[src/rtl/phy_lane_sync_ctrl_pkg.sv]
// Shared definitions for the two-lane PHY symbol-lock / link bring-up controller.
package pkg_phy_defs;

    localparam logic [7:0] COM_SYMBOL = 8'hBC;
    localparam int         NUM_LANES  = 2;
    localparam int         CNT_W      = 4;

    typedef enum logic [1:0] {
        LINK_RESET  = 2'd0,
        LINK_TRAIN  = 2'd1,
        LINK_ACTIVE = 2'd2
    } link_state_t;

    typedef enum logic {
        LANE_LOS    = 1'b0,
        LANE_LOCKED = 1'b1
    } lane_state_t;

    typedef struct packed {
        logic       valid;
        logic [7:0] data;
    } lane_byte_t;

endpackage

[src/rtl/lane_sync_fsm.sv]
// Per-lane symbol lock: SYNC_COUNT back-to-back COMs acquire lock, LOS_LIMIT idle cycles lose it.
module lane_sync_fsm #(
    parameter logic [7:0]  COM_SYMBOL = pkg_phy_defs::COM_SYMBOL,
    parameter int unsigned SYNC_COUNT = 4,
    parameter int unsigned LOS_LIMIT  = 4
) (
    input  logic       clk_4f,
    input  logic       reset_L,
    input  logic       clear,
    input  logic       valid_in,
    input  logic [7:0] data_in,
    output logic       locked
);
    import pkg_phy_defs::*;

    localparam logic [CNT_W-1:0] SYNC_LAST = CNT_W'(SYNC_COUNT - 1);
    localparam logic [CNT_W-1:0] LOS_LAST  = CNT_W'(LOS_LIMIT - 1);
    localparam logic [CNT_W-1:0] CNT_MAX   = '1;

    lane_state_t      state_q, state_d;
    logic [CNT_W-1:0] com_cnt_q, com_cnt_d;
    logic [CNT_W-1:0] gap_cnt_q, gap_cnt_d;
    logic             is_com;

    assign is_com = valid_in && (data_in == COM_SYMBOL);
    assign locked = (state_q == LANE_LOCKED);

    always_comb begin
        state_d   = state_q;
        com_cnt_d = com_cnt_q;
        gap_cnt_d = gap_cnt_q;
        if (clear) begin
            state_d   = LANE_LOS;
            com_cnt_d = '0;
            gap_cnt_d = '0;
        end else begin
            case (state_q)
                LANE_LOS: begin
                    gap_cnt_d = '0;
                    if (!is_com) begin
                        com_cnt_d = '0;
                    end else if (com_cnt_q == SYNC_LAST) begin
                        state_d   = LANE_LOCKED;
                        com_cnt_d = '0;
                    end else if (com_cnt_q != CNT_MAX) begin
                        com_cnt_d = com_cnt_q + 1'b1;
                    end
                end
                LANE_LOCKED: begin
                    com_cnt_d = '0;
                    // any valid byte keeps the lane alive, COM or data
                    if (valid_in) begin
                        gap_cnt_d = '0;
                    end else if (gap_cnt_q == LOS_LAST) begin
                        state_d   = LANE_LOS;
                        gap_cnt_d = '0;
                    end else if (gap_cnt_q != CNT_MAX) begin
                        gap_cnt_d = gap_cnt_q + 1'b1;
                    end
                end
                default: begin
                    state_d   = LANE_LOS;
                    com_cnt_d = '0;
                    gap_cnt_d = '0;
                end
            endcase
        end
    end

    always_ff @(posedge clk_4f or negedge reset_L) begin
        if (!reset_L) begin
            state_q   <= LANE_LOS;
            com_cnt_q <= '0;
            gap_cnt_q <= '0;
        end else begin
            state_q   <= state_d;
            com_cnt_q <= com_cnt_d;
            gap_cnt_q <= gap_cnt_d;
        end
    end

endmodule

[src/rtl/phy_lane_sync_ctrl.sv]
// Two-lane link bring-up: lane lock detectors plus the RESET/TRAIN/ACTIVE link FSM.
module phy_lane_sync_ctrl #(
    parameter logic [7:0]  COM_SYMBOL = pkg_phy_defs::COM_SYMBOL,
    parameter int unsigned SYNC_COUNT = 4,
    parameter int unsigned LOS_LIMIT  = 4
) (
    input  logic       clk_4f,
    input  logic       reset_L,
    input  logic       valid_in_lane0,
    input  logic [7:0] data_in_lane0,
    input  logic       valid_in_lane1,
    input  logic [7:0] data_in_lane1,
    input  logic       retrain,
    output logic       active_lane0,
    output logic       active_lane1,
    output logic       link_up,
    output logic       send_com,
    output logic [1:0] link_state
);
    import pkg_phy_defs::*;

    lane_byte_t [NUM_LANES-1:0] lane_in;
    logic       [NUM_LANES-1:0] lane_locked;
    logic                       lane_clear;

    link_state_t link_state_q, link_state_d;
    logic        send_com_q, send_com_d;
    logic        link_up_q, link_up_d;

    assign lane_in[0].valid = valid_in_lane0;
    assign lane_in[0].data  = data_in_lane0;
    assign lane_in[1].valid = valid_in_lane1;
    assign lane_in[1].data  = data_in_lane1;

    // retrain is ignored during the single RESET cycle after reset release
    assign lane_clear = retrain && (link_state_q != LINK_RESET);

    for (genvar g = 0; g < NUM_LANES; g++) begin : g_lane
        lane_sync_fsm #(
            .COM_SYMBOL (COM_SYMBOL),
            .SYNC_COUNT (SYNC_COUNT),
            .LOS_LIMIT  (LOS_LIMIT)
        ) u_lane (
            .clk_4f   (clk_4f),
            .reset_L  (reset_L),
            .clear    (lane_clear),
            .valid_in (lane_in[g].valid),
            .data_in  (lane_in[g].data),
            .locked   (lane_locked[g])
        );
    end

    always_comb begin
        link_state_d = link_state_q;
        case (link_state_q)
            LINK_RESET:  link_state_d = LINK_TRAIN;
            LINK_TRAIN:  if (!retrain && (&lane_locked)) link_state_d = LINK_ACTIVE;
            LINK_ACTIVE: if (retrain || !(&lane_locked)) link_state_d = LINK_TRAIN;
            default:     link_state_d = LINK_RESET;
        endcase
        send_com_d = (link_state_d == LINK_TRAIN);
        link_up_d  = (link_state_d == LINK_ACTIVE);
    end

    always_ff @(posedge clk_4f or negedge reset_L) begin
        if (!reset_L) begin
            link_state_q <= LINK_RESET;
            send_com_q   <= 1'b0;
            link_up_q    <= 1'b0;
        end else begin
            link_state_q <= link_state_d;
            send_com_q   <= send_com_d;
            link_up_q    <= link_up_d;
        end
    end

    assign active_lane0 = lane_locked[0];
    assign active_lane1 = lane_locked[1];
    assign link_up      = link_up_q;
    assign send_com     = send_com_q;
    assign link_state   = link_state_q;

endmodule

[config.mk]
export PLATFORM = sky130hd
export DESIGN_NAME = phy_lane_sync_ctrl
export DESIGN_NICKNAME = d
export VERILOG_FILES = /design/src/rtl/phy_lane_sync_ctrl_pkg.sv /design/src/rtl/lane_sync_fsm.sv /design/src/rtl/phy_lane_sync_ctrl.sv
export SDC_FILE = /design/constraint.sdc
export NUM_CORES = 1
export LEC_CHECK = 0
export ABC_AREA = 0
export BUFFER_PORTS_ARGS = -buffer_cell sky130_fd_sc_hd__buf_4
export CORE_MARGIN = 2
export CORE_UTILIZATION = 52
export CTS_BUF_LIST = sky130_fd_sc_hd__clkbuf_16
export DETAILED_ROUTE_END_ITERATION = 10
export GPL_TIMING_DRIVEN = 0
export PLACE_DENSITY = 0.86
export SETUP_SLACK_MARGIN = 0.2
export SLEW_MARGIN = 0
export SYNTH_ARGS = -nofsm -noshare
export SYNTH_HDL_FRONTEND = slang
export SYNTH_SLANG_ARGS = --single-unit
[constraint.sdc]
create_clock -name clk_4f -period 1.3 [get_ports clk_4f]
set_input_delay 0.325 -clock clk_4f [delete_from_list [all_inputs] [get_ports clk_4f]]
set_output_delay 0.325 -clock clk_4f [all_outputs]
set_load 0.02 [all_outputs]
# Yosys cells after proc, flatten, opt, wreduce, memory -nomap -nowiden

Index checks and enable logic that the tools add are counted.

Flip-flop bits (word level): 22
Input bits: 21
Output and inout bits: 6
Logic and storage cells: 78

$add $sub $neg: 4
Eq/ne operators: 18
Multiplexer cells: 35
Bitwise operators: 2
Reduce and logical (&&, ||, !) cells: 10

Operators by type and width:

| cell                | count |
|---|---|
| $mux 4              | 16 |
| $pmux 4 s2          | 4 |
| $add 4x1->4 const B | 4 |
| $eq 4x2->1 const B  | 4 |
| $eq 8x8->1 const B  | 2 |
| $ne 4x4->1 const B  | 4 |
| $mux 1              | 10 |
| $ne 5x4->1 const B  | 2 |
| $ne 5x5->1 const B  | 2 |
| $pmux 2 s3          | 1 |
| $eq 2x1->1 const B  | 2 |
| $eq 2x2->1 const B  | 2 |
| $logic_and 1x1->1   | 4 |
| $mux 2              | 2 |
| $pmux 1 s2          | 2 |
| $logic_not 1->1     | 2 |
| $logic_not 2->1     | 1 |
| $not 1->1           | 2 |
| $reduce_and 2->1    | 1 |
| $reduce_bool 2->1   | 1 |
| $logic_or 1x1->1    | 1 |

# Longest topological paths before layout

Gate-level depths: netlist of run 1.

Word-level depth: 6
Mapped depth: 4
Depth with buffers taken out: 4

# Cells and area by module

From an unflattened synthesis of run 1, not the netlist that was laid out.

Cells, all modules: 117
Area, all modules: 1217.4 µm²

Modules (own cells, without submodules):

| module             | times used | cells each | area each (µm²) | seq. area each (µm²) |
|---|---|---|---|---|
| lane_sync_fsm      | 2          | 52         | 521.8           | 225.2 |
| phy_lane_sync_ctrl | 1          | 13         | 173.9           | 100.1 |

# Worst setup path after synthesis of run 1

OpenSTA, ideal clock, no wires.

Kind: flip-flop to flip-flop
From: reg g_lane[0].u_lane.state_q
To: reg g_lane[0].u_lane.com_cnt_q[3]
Library setup time: 0.086 ns
Arrival time: 1.149 ns
Data required time: 1.214 ns
Slack: 0.065 ns
Cell stages (with the launch flop): 4
Buffers on the path: 0
Clock period less this slack: 1.235 ns
Cells stage by stage: dfrtp_1 > nor4b_4 > nand4_2 > nor3_1

Cells in the longest elaborated chain, start to end: 3
Elaborated cells between the ends (all ways): 4
Classes of those cells: 1 x eq/ne; 2 x mux; 1 x bitwise

Ends and longest elaborated chain:

| item                     | line                | source |
|---|---|---|
| start: declaration       | lane_sync_fsm.sv:20 | `lane_state_t state_q, state_d;` |
| start signal: assignment | lane_sync_fsm.sv:76 | `state_q <= state_d;` |
| $not 1->1                | lane_sync_fsm.sv:37 | `case (state_q)` |
| $pmux 4 s2               | lane_sync_fsm.sv:37 |  |
| $mux 4                   | lane_sync_fsm.sv:32 | `if (clear) begin` |
| end signal: assignment   | lane_sync_fsm.sv:77 | `com_cnt_q <= com_cnt_d;` |
| end: declaration         | lane_sync_fsm.sv:21 | `logic [CNT_W-1:0] com_cnt_q, com_cnt_d;` |

Parallel ways exist; a longest one is shown, timed or not.
A chain may end at the register's enable or synchronous reset.

# Final worst setup path of run 1

From: reg g_lane[0].u_lane.state_q
To: reg g_lane[0].u_lane.state_q

Cells in the longest elaborated chain, start to end: 3

Ends and longest elaborated chain:

| item                               | line |
|---|---|
| $not 1->1                          | lane_sync_fsm.sv:37 |
| $pmux 1 s2 *                       | lane_sync_fsm.sv:37 |
| $mux 1 *                           | lane_sync_fsm.sv:32 |
| named net g_lane[0].u_lane.state_d | lane_sync_fsm.sv:20 |

The timed path passes the listed nets; every way through them passes the cells marked *.

==> results by group, run 1 <==
Route
  • Wire per inst: 20.9 um
  • Residual DRC count: 0
  • Antenna Nets Post-Route: 0
  • Vias per cell: just over 6
  • Initial DRC Count: 24
  • First-pass iteration count of the detailed router: 4
  • Post-Route WL: ~3.7 mm
  • DR vias: 1105

Clock network
  • CTS buffer count: 3
  • Clock root cell: clkbuf_16
  • Clk sinks: 22
  • Clock-pin slew on the worst setup and hold paths: about 0.06 ns
  • CTS tree: yes
  • H-tree depth: 1
  • Worst skew pair latency: around 0.25 ns
  • CTS max path bufs: 2

Timing
  • Final min period: 1.29 ns
  • Worst slew margin: between 70% and 80%
  • Setup TNS: 0 ns
  • Clock Skew: 0.00215 ns
  • Max Freq: 0.777 GHz
  • Unrepaired setup endpoints after global routing: yes
  • Period utilisation layout: a little over nine tenths
  • Hold Vio Cnt, Final: 0
  • Final worst slack: roughly 0.013 ns
  • Final setup viols: 0
  • Slew @ Worst Pin: roughly 0.34 ns
  • Hold slack: slightly above 0.4 ns
  • Slew Viols, Final: 0

Setup path
  • Slowest stage delay, CP: around 0.45 ns
  • Bufs and invs on worst path: 1
  • Startpoint Class: register
  • Slowest CP cell: dfrtp_2
  • Worst EP required: roughly 1.5 ns
  • Crit path capture type: register
  • Setup CP Type: register to register
  • CP delay by family, top: flip-flops
  • Crit path max fanout: 3
  • Critical Path AT: about 1.4 ns
  • Critical path cell sequence: nor4b_4 > buf_4 > nand4_1 > a21boi_1

Placement
  • Pre-CTS WS: -0.0165 ns
  • Final Wtd Congestion: about 0.78
  • Half-perimeter wire length after placement: roughly 1.7 mm
  • PortBufs: 26
  • Inst Count DP: ~160

Floorplan
  • Width of the die: slightly above 50 um
  • I/O Pins: 27
  • Initial Util: a little under three fifths
  • Die height: 50.7 um
  • Die area: about 0.0026 mm^2
  • Cell row count: 16
  • Core area: approximately 0.002 mm^2

Global route
  • Vias in the first global route: around 1000
  • Initial antenna violation count: 0
  • Gr usage total: approximately a quarter
  • Largest net degree at the start of global routing: 23
  • First-pass GRT wire length: between 4 and 5 mm
  • Global route total overflow: 0

Final layout
  • Finished Layout Cells: between 150 and 200
  • Final #Nets: 178
  • # diodes: 0
  • Most common cell after layout, fill and taps aside: buf_4
  • Fraction of layout cells with a size suffix above 1: around 50%
  • Commonest non-fill, non-tap cells in the layout: 38 x buf_4, 17 x dfrtp_1, 12 x nor2_1
  • Area growth syn-to-layout: 52.5%

Synth
  • Mapped Area: between 0.001 and 0.0015 mm^2
  • Distinct cells, synth: 30
  • Syn nets: 130
  • Yosys reg bits: 22
  • Synth Instances: approximately 110
  • Synth Area per Inst: between 10 and 15 um^2
  • Post-synthesis sequential area ratio: 48.5%
  • YS warnings: 0

Hold path
  • Hold crit path type: input port to register

Power and ir drop
  • VDD IR-drop max: between 1 and 1.5 mV
  • Power per cell area: 831 mW/mm^2
  • Leak Pwr: ~0.76 nW

Run
  • Max-cap viol count: 0

Status
  • Status: complete, no violations
[cell type report]
class,instances,area [um^2]
clock buffer,3,75.1
clock inverter,1,3.75
fill,92,272
inverter,3,11.3
multi-input combinational,80,709
sequential,22,557
tap,27,33.8
timing repair buffer,43,340
[cell families after synthesis]
| logic type | synth area share [%] |
|---|---|
| xor+xnor | 3.09 |
| buf+inv | 0.992 |
| fa+ha+maj | 4.41 |
| mux | 7.06 |
| flops | 48.5 |
| compound gates | 9.04 |
| simple gates | 26.9 |
[power by group]
part | switching (mW) | leakage [nW] | internal (mW)
clock | 0.239 | 0.0385 | 0.410
sequential | 0.0000747 | 0.290 | 0.685
combinational | 0.0466 | 0.428 | 0.0564
[routing by layer]
metal / GRT usage (%) / share of wire (%)
met1: 29.3 / 41
met4: 9.91 / 3.2
met3: 3.27 / 3.7
met5: 0 / 0
met2: 42.8 / 53
[timing repair]
item                                    CTS  global route
hold endpoints to repair                 22             0
setup buffers                            13             3
endpoints found under the setup margin   21            24
gates resized for setup                  16            10
pin swaps                                 4            11
hold buffers                              1             0
[Yosys cell counts]
cell type  count  area (um^2)
a2111oi_2      1         15.0
a211oi_1       1         7.51
a21boi_0       1         7.51
a21o_1         1         7.51
a21oi_1        3         15.0
a31oi_1        3         18.8
and3_1         1         6.26
and4_1         1         8.76
and4b_1        1         10.0
dfrtp_1       22          551
ha_1           4         50.1
inv_1          3         11.3
mux2i_1        8         80.1
nand2_1        2         7.51
nand2b_1       2         12.5
nand3_1        8         40.0
nand3b_1       3         22.5
nand4_1        2         12.5
nand4_2        1         12.5
nand4b_1       1         8.76
nor2_1        13         48.8
nor2b_1        1         6.26
nor3_1         7         35.0
nor3b_1        5         37.5
nor3b_2        1         12.5
nor4b_4        1         23.8
o21ai_0        1         5.00
o21ai_2        1         8.76
o41ai_1        2         17.5
xnor2_1        4         35.0
[through the flow]
| stage | area, um^2 | util (%) | power, mW |
|---|---|---|---|
| 2_1_floorplan | 1170 | - | 0.717 |
| 3_3_place_gp | 1400 | 69.8 | 0.781 |
| 3_5_place_dp | 1400 | 69.8 | 0.784 |
| 4_1_cts | 1660 | 83.0 | 1.43 |
| 5_1_grt | 1730 | 86.4 | 1.48 |
| 6_report | 1730 | 86.4 | 1.44 |
[flip-flops by register name, indices dropped and copies added (netlist names)]
signal	cells
link_up	1
link_state	2
send_com	1
g_lane.u_lane.com_cnt_q	8
g_lane.u_lane.gap_cnt_q	8
g_lane.u_lane.locked	2
[worst min-delay path, stage by stage]
cell	delay, ns
buf_4	0.08
nor2b_1	0.06
nand4_1	0.08
a21boi_1	0.08
[worst paths after layout]
| path | startpoint | to | slack (ns) | cells after the start |
|---|---|---|---|---|
| max | g_lane[0].u_lane.locked$_DFF_PN0_ | g_lane[0].u_lane.locked$_DFF_PN0_ | 0.01 | 4 |
| min | data_in_lane0[6] | g_lane[0].u_lane.locked$_DFF_PN0_ | 0.41 | 4 |
| max reg2reg | g_lane[0].u_lane.locked$_DFF_PN0_ | g_lane[0].u_lane.locked$_DFF_PN0_ | 0.01 | 4 |
| min reg2reg | g_lane[1].u_lane.com_cnt_q[1]$_DFFE_PN0P_ | g_lane[1].u_lane.com_cnt_q[1]$_DFFE_PN0P_ | 0.64 | 2 |
| max in group asynchronous | reset_L | g_lane[0].u_lane.locked$_DFF_PN0_ | 0.56 | 2 |
| min in group asynchronous | reset_L | send_com$_DFF_PN0_ | 0.50 | 2 |
No activity file was read; power rests on OpenSTA's default activity.
==> inputs of run 2 (changes only) <==
Settings changed: MAX_ROUTING_LAYER from default to met4.
Clock period 1.3 ns to 1.2 ns, I/O delays scaled along.
==> results by group, run 2 (synthesis gave the netlist of run 1 again) <==
Power and ir drop
  • VDD IR-drop max: around 1.1 mV
  • Pwr Total: 1.57 mW
  • Leak Pwr: 0.775 nW
  • Power per cell area: 835 mW/mm^2

Setup path
  • Crit path max fanout: 5
  • Crit path capture type: register
  • Reg2Reg Capture Point: g_lane[0].u_lane.com_cnt_q[3]$_DFFE_PN0P_
  • Critical path cell sequence: nor4b_4 > nand4_2 > nor3_1
  • R2R Setup Slk: -0.09 ns
  • Slowest stage delay, CP: between 0.4 and 0.5 ns
  • Startpoint Class: register
  • Critical Path AT: ~1.5 ns
  • Reg2Reg Depth: 3
  • Reg-to-Reg Start: g_lane[0].u_lane.locked$_DFF_PN0_
  • Worst EP required: around 1.4 ns
  • Setup CP Type: register to register
  • Slowest CP cell: dfrtp_2

Clock network
  • Clock-pin slew on the worst setup and hold paths: approximately 0.060 ns
  • CTS tree: yes
  • Clock root cell: clkbuf_16
  • H-tree depth: 1
  • CTS max path bufs: 2
  • Worst skew pair latency: 0.27 ns
  • Clk sinks: 22
  • CTS buffer count: 3

Final layout
  • Most common cell after layout, fill and taps aside: buf_4
  • Commonest non-fill, non-tap cells in the layout: 37 x buf_4, 12 x dfrtp_1, 10 x dfrtp_2
  • Multi-input gate area: 830 um^2
  • Layout fillers: 56
  • # diodes: 0
  • Fraction of layout cells with a size suffix above 1: around 60%
  • Finished Cell Area: roughly 0.0019 mm^2
  • FF+latch area: 563 um^2
  • Final #Nets: 180
  • Finished Layout Cells: 180
  • Final Util: 93.9%
  • Area growth syn-to-layout: 65.6%
  • Top Registers: g_lane.u_lane.com_cnt_q (8), g_lane.u_lane.gap_cnt_q (8)

Route
  • Vias per cell: between 6 and 7
  • Wire per inst: between 20 and 25 um
  • Post-Route WL: around 4.5 mm
  • Antenna Nets Post-Route: 0
  • Initial DRC Count: 50
  • DR vias: approximately 1200
  • Residual DRC count: 0
  • First-pass iteration count of the detailed router: 4

Timing
  • Period utilisation layout: 108%
  • Final min period: 1.29 ns
  • Hold slack: 0.353 ns
  • Slew Viols, Final: 0
  • Setup TNS: -0.570 ns
  • Hold Vio Cnt, Final: 0
  • Clock Skew: between 0.009 and 0.01 ns
  • Worst slew margin: 76.3%
  • Final worst slack: -0.0934 ns
  • Max Freq: 0.773 GHz
  • Final setup viols: 13
  • Unrepaired setup endpoints after global routing: yes
  • Slew @ Worst Pin: 0.346 ns

Hold path
  • Min-delay src: data_in_lane1[0]
  • WHS Endpoint: g_lane[1].u_lane.locked$_DFF_PN0_
  • Hold crit path type: input port to register
  • Hold Crit Depth: 4

Floorplan
  • Die height: a little over 50 um
  • Initial Util: a little under three fifths
  • Die area: approximately 0.0026 mm^2
  • Core area: ~0.002 mm^2
  • Cell row count: 16
  • Width of the die: ~51 um
  • I/O Pins: 27

Placement
  • Final Wtd Congestion: 0.682
  • DP Area: between 0.001 and 0.0015 mm^2
  • PortBufs: 26
  • Half-perimeter wire length after placement: 1.86 mm
  • Inst Count DP: about 160
  • Pre-CTS WS: -0.112 ns

Global route
  • Largest net degree at the start of global routing: 23
  • Global route total overflow: 0
  • First-pass GRT wire length: 5.65 mm
  • Gr usage total: between 30% and 40%
  • Initial antenna violation count: 0
  • Vias in the first global route: around 1200

Status
  • Violated checks: setup timing
  • Status: finished with violations

Run
  • Max-cap viol count: 0
## run 2: changes by cell type in the layout (fill, tap and decap cells not counted), sizes merged
cell    delta
buf        +2
clkinv     -1
## run 2: final cells by class
type,instances,area share (%)
multi-input cells,80,44.1
clock buffers,3,3.99
flip-flops and latches,22,30.0
inverters,3,0.599
repair buffers,45,19.5
well taps,27,1.80
## run 2: power breakdown
part           internal (mW)  total [mW]  switching (mW)
registers              0.742       0.742        0.000101
clock network          0.441       0.712           0.271
logic                 0.0624       0.116          0.0533
total                   1.25        1.57           0.324
## run 2: per-layer routing
metal,wire (um),vias up,global-route usage (%)
met5,0,-,-
met2,2250,91,58.1
met3,399,33,8.33
met1,1520,566,31.2
li1,-,490,-
met4,288,0,15.8
## run 2: critical path: cells and delay by family (launching register included)
kind / cells / cell delay [ns]
flops: 1 / 0.46
simple gates: 3 / 0.75
## run 2: timing repair
item                       CTS  global route
hold buffers                 1             0
buffers inserted            12             6
hold endpoints to repair    22             0
setup endpoints to repair   24            28
resized for setup           21            24
pin swaps                   10            10
## run 2: how the worst max path moves through the flow
| stage | to | cells past startpoint | start |
|---|---|---|---|
| finish | g_lane[0].u_lane.com_cnt_q[3]$_DFFE_PN0P_ | 3 | g_lane[0].u_lane.locked$_DFF_PN0_ |
| global route | g_lane[0].u_lane.com_cnt_q[3]$_DFFE_PN0P_ | 3 | g_lane[0].u_lane.locked$_DFF_PN0_ |
| CTS | g_lane[0].u_lane.com_cnt_q[3]$_DFFE_PN0P_ | 3 | g_lane[0].u_lane.locked$_DFF_PN0_ |
| detailed placement | g_lane[0].u_lane.locked$_DFF_PN0_ | 4 | g_lane[0].u_lane.com_cnt_q[0]$_DFFE_PN0P_ |
| global placement | g_lane[1].u_lane.com_cnt_q[3]$_DFFE_PN0P_ | 4 | data_in_lane1[6] |
| floorplan | g_lane[0].u_lane.locked$_DFF_PN0_ | 4 | g_lane[0].u_lane.com_cnt_q[0]$_DFFE_PN0P_ |
==> inputs of run 3 (changes only) <==
Settings changed: CORE_UTILIZATION 52 to 53, SYNTH_HIERARCHICAL from default to 1.
==> results by group, run 3 <==
Power and ir drop
  • Flop pwr share: between 40% and 50%
  • Gate power share: under 10%
  • Leak Pwr: 0.831 nW
  • NetSw: roughly 340 uW
  • Internal power: 1.47 mW
  • Power per cell area: roughly 980 mW/mm^2
  • Switching portion of total power: between 10% and 20%
  • Pwr Total: between 1.5 and 2 mW
  • VDD IR-drop max: 1.17 mV
  • Clock power frac: 52.9%

Setup path
  • R2R Setup Slk: -0.26 ns
  • Reg-to-Reg Start: link_state[0]$_DFF_PN0_
  • Critical Path AT: approximately 1.6 ns
  • Startpoint Class: register
  • CP delay by family, top: simple AND/OR/NAND/NOR gates
  • CP Depth: 4
  • Bufs and invs on worst path: 0
  • Crit path max fanout: 4
  • Critical path cell sequence: o21a_4 > nor4b_4 > nand4_1 > nor3_1
  • Slowest CP cell: dfrtp_2
  • Setup CP Type: register to register
  • Worst EP required: approximately 1.4 ns
  • Slowest stage delay, CP: roughly 0.41 ns
  • Reg2Reg Capture Point: g_lane[1].u_lane/com_cnt_q[3]$_DFFE_PN0P_
  • Worst setup path startpoint: link_state[0]$_DFF_PN0_
  • Crit path capture type: register
  • Setup crit end: g_lane[1].u_lane/com_cnt_q[3]$_DFFE_PN0P_
  • Reg2Reg Depth: 4

Timing
  • Period utilisation layout: 122%
  • Final min period: about 1.5 ns
  • Slew @ Worst Pin: ~0.39 ns
  • Max Freq: slightly below 0.7 GHz
  • Final worst slack: -0.265 ns
  • Setup TNS: -4.00 ns
  • Final setup viols: 19
  • Unrepaired setup endpoints after global routing: yes
  • Slew Viols, Final: 0
  • Hold slack: 0.349 ns
  • Worst slew margin: about three quarters
  • Hold Vio Cnt, Final: 0
  • Clock Skew: 0.00404 ns

Synth
  • Yosys reg bits: 22
  • Mapped Area: between 0.001 and 0.0015 mm^2
  • Multiplexer area fraction after synthesis: under 10%
  • Compound-Gate Fraction of Synth Area: approximately a tenth
  • Top-area cell type share of the netlist area: between 40% and 50%
  • Area leader, netlist: dfrtp_1
  • Synth Instances: 117
  • Synth Area per Inst: ~10 um^2
  • EDFF count, synth: 0
  • Post-synthesis sequential area ratio: a little under half
  • Most used DFF post-synth: dfrtp_1
  • Synth async-reset ratio: 100%
  • YS warnings: 6
  • Distinct cells, synth: 30
  • Largest family of logic cells by synthesized area: simple AND/OR/NAND/NOR gates
  • Area contributors post-synth: dfrtp_1 45%, mux2i_1 6.6%, nor2_1 4.3%
  • Count leader, synth: dfrtp_1
  • Syn nets: 142
  • Synth Area in Simple Gates: between 30% and 40%
  • Synth Area in Adders: a little under 6%
  • Synth cell count leaders: 22 x dfrtp_1, 14 x nor2_1, 8 x mux2i_1, 8 x nand3_1, 6 x nor3b_1
  • XOR/XNOR Fraction of Synth Area: less than 1%

Global route
  • Global route total overflow: 0
  • Initial antenna violation count: 0
  • Vias in the first global route: ~1100
  • First-pass GRT wire length: just under 5 mm
  • Gr usage total: between 20% and 30%
  • Largest net degree at the start of global routing: 23

Final layout
  • Area growth syn-to-layout: 51.4%
  • Finished Layout Cells: roughly 190
  • Layout fillers: ~120
  • # diodes: 0
  • Most common cell after layout, fill and taps aside: buf_4
  • Top Registers: g_lane.u_lane/com_cnt_q (8), g_lane.u_lane/gap_cnt_q (8)
  • Fraction of layout cells with a size suffix above 1: 48.8%
  • Final Util: between 80 and 90%
  • Commonest non-fill, non-tap cells in the layout: 29 x buf_4, 17 x dfrtp_1, 10 x nor2_1
  • Final #Nets: 186

Placement
  • PortBufs: 26
  • Half-perimeter wire length after placement: roughly 2.0 mm
  • Inst Count DP: between 150 and 200
  • Final Wtd Congestion: ~0.8

Route
  • Antenna Nets Post-Route: 0
  • Post-Route WL: approximately 3.4 mm
  • Residual DRC count: 0
  • Wire per inst: 18.3 um
  • Vias per cell: ~6.0
  • First-pass iteration count of the detailed router: 4
  • Initial DRC Count: 31
  • DR vias: 1121

Status
  • Status: finished with violations
  • Violated checks: setup timing

Floorplan
  • I/O Pins: 27
  • Die area: 0.00270 mm^2
  • Core area: between 0.002 and 0.0025 mm^2
  • Width of the die: slightly above 50 um
  • Die height: about 52 um
  • Cell row count: 17
  • Initial Util: 55.6%

Clock network
  • Clk sinks: 22
  • CTS tree: yes
  • Clock-pin slew on the worst setup and hold paths: about 0.06 ns
  • H-tree depth: 1
  • CTS max path bufs: 2
  • CTS buffer count: 3
  • Worst skew pair latency: 0.26 ns
  • Clock root cell: clkbuf_16

Hold path
  • Hold crit path type: input port to register

Run
  • Max-cap viol count: 0
## run 3: cell families (layout without fill, tap and decap cells)
| family | Yosys count | after routing |
|---|---|---|
| AOI/OAI and AO/OA | 19 | 19 |
| xor gates and xnor gates | 1 | 1 |
| adders and majority gates | 6 | 6 |
| buffers and inverters | 4 | 47 |
| DFF | 22 | 22 |
| muxes | 8 | 8 |
| and+or+nand+nor | 57 | 57 |
## run 3: power by group through the flow
stage                     logic (mW)  clock network [mW]  registers, mW
final                          0.109               0.956          0.742
after CTS                     0.0958               0.945          0.742
after global routing           0.117               0.985          0.741
after global placement        0.0874                   0          0.755
after detailed placement      0.0902                   0          0.755
after floorplan               0.0185                   0          0.756
## run 3: worst min path at each step
| stage | depth (start not counted) | startpoint | slack [ns] | endpoint |
|---|---|---|---|---|
| 6_report | 3 | retrain | 0.35 | link_state[1]$_DFF_PN0_ |
| 5_1_grt | 3 | retrain | 0.36 | link_state[1]$_DFF_PN0_ |
| 4_1_cts | 3 | valid_in_lane1 | 0.36 | g_lane[1].u_lane/gap_cnt_q[0]$_DFFE_PN0P_ |
| 3_5_place_dp | 1 | reset_L | 0.21 | g_lane[0].u_lane/gap_cnt_q[0]$_DFFE_PN0P_ |
| 3_3_place_gp | 1 | reset_L | 0.20 | g_lane[0].u_lane/gap_cnt_q[1]$_DFFE_PN0P_ |
| 2_1_floorplan | 0 | reset_L | 0.004 | g_lane[0].u_lane/com_cnt_q[0]$_DFFE_PN0P_ |
## run 3: timing repair
| action | in CTS | in global routing |
|---|---|---|
| pin swaps | 5 | 8 |
| hold buffers | 1 | 0 |
| gates resized for setup | 13 | 16 |
| hold endpoints to repair | 22 | 0 |
| buffers inserted | 8 | 4 |
| endpoints found under the setup margin | 24 | 28 |
## run 3: metal layers
metal	track usage, %	share of wire, %	vias up
met5	-	0	-
met4	10.5	0.46	0
met3	4.60	3.5	2
met2	44.9	56	34
met1	28.9	40	560
li1	-	-	525
## run 3: through the flow
stage	area (um^2)	setup slack, ns
after floorplan	1280	-0.118
after global placement	1510	-0.182
after detailed placement	1510	-0.263
after CTS	1730	-0.216
after global routing	1840	-0.321
final	1840	-0.265
## run 3: tightest hold or removal path, cell delays in order
cell and delay [ns]:
buf_4 0.09, nand3b_4 0.15, nor2_2 0.03
## run 3: cell type report
class / count / area, um^2 / share of cell area (%)
multi-input cells: 91 / 802 / 43.5
flip-flops and latches: 22 / 557 / 30.2
repair buffers: 39 / 329 / 17.9
clock buffers: 3 / 75.1 / 4.07
well taps: 28 / 35.0 / 1.90
clock inverters: 1 / 30.0 / 1.63
inverters: 4 / 15.0 / 0.815
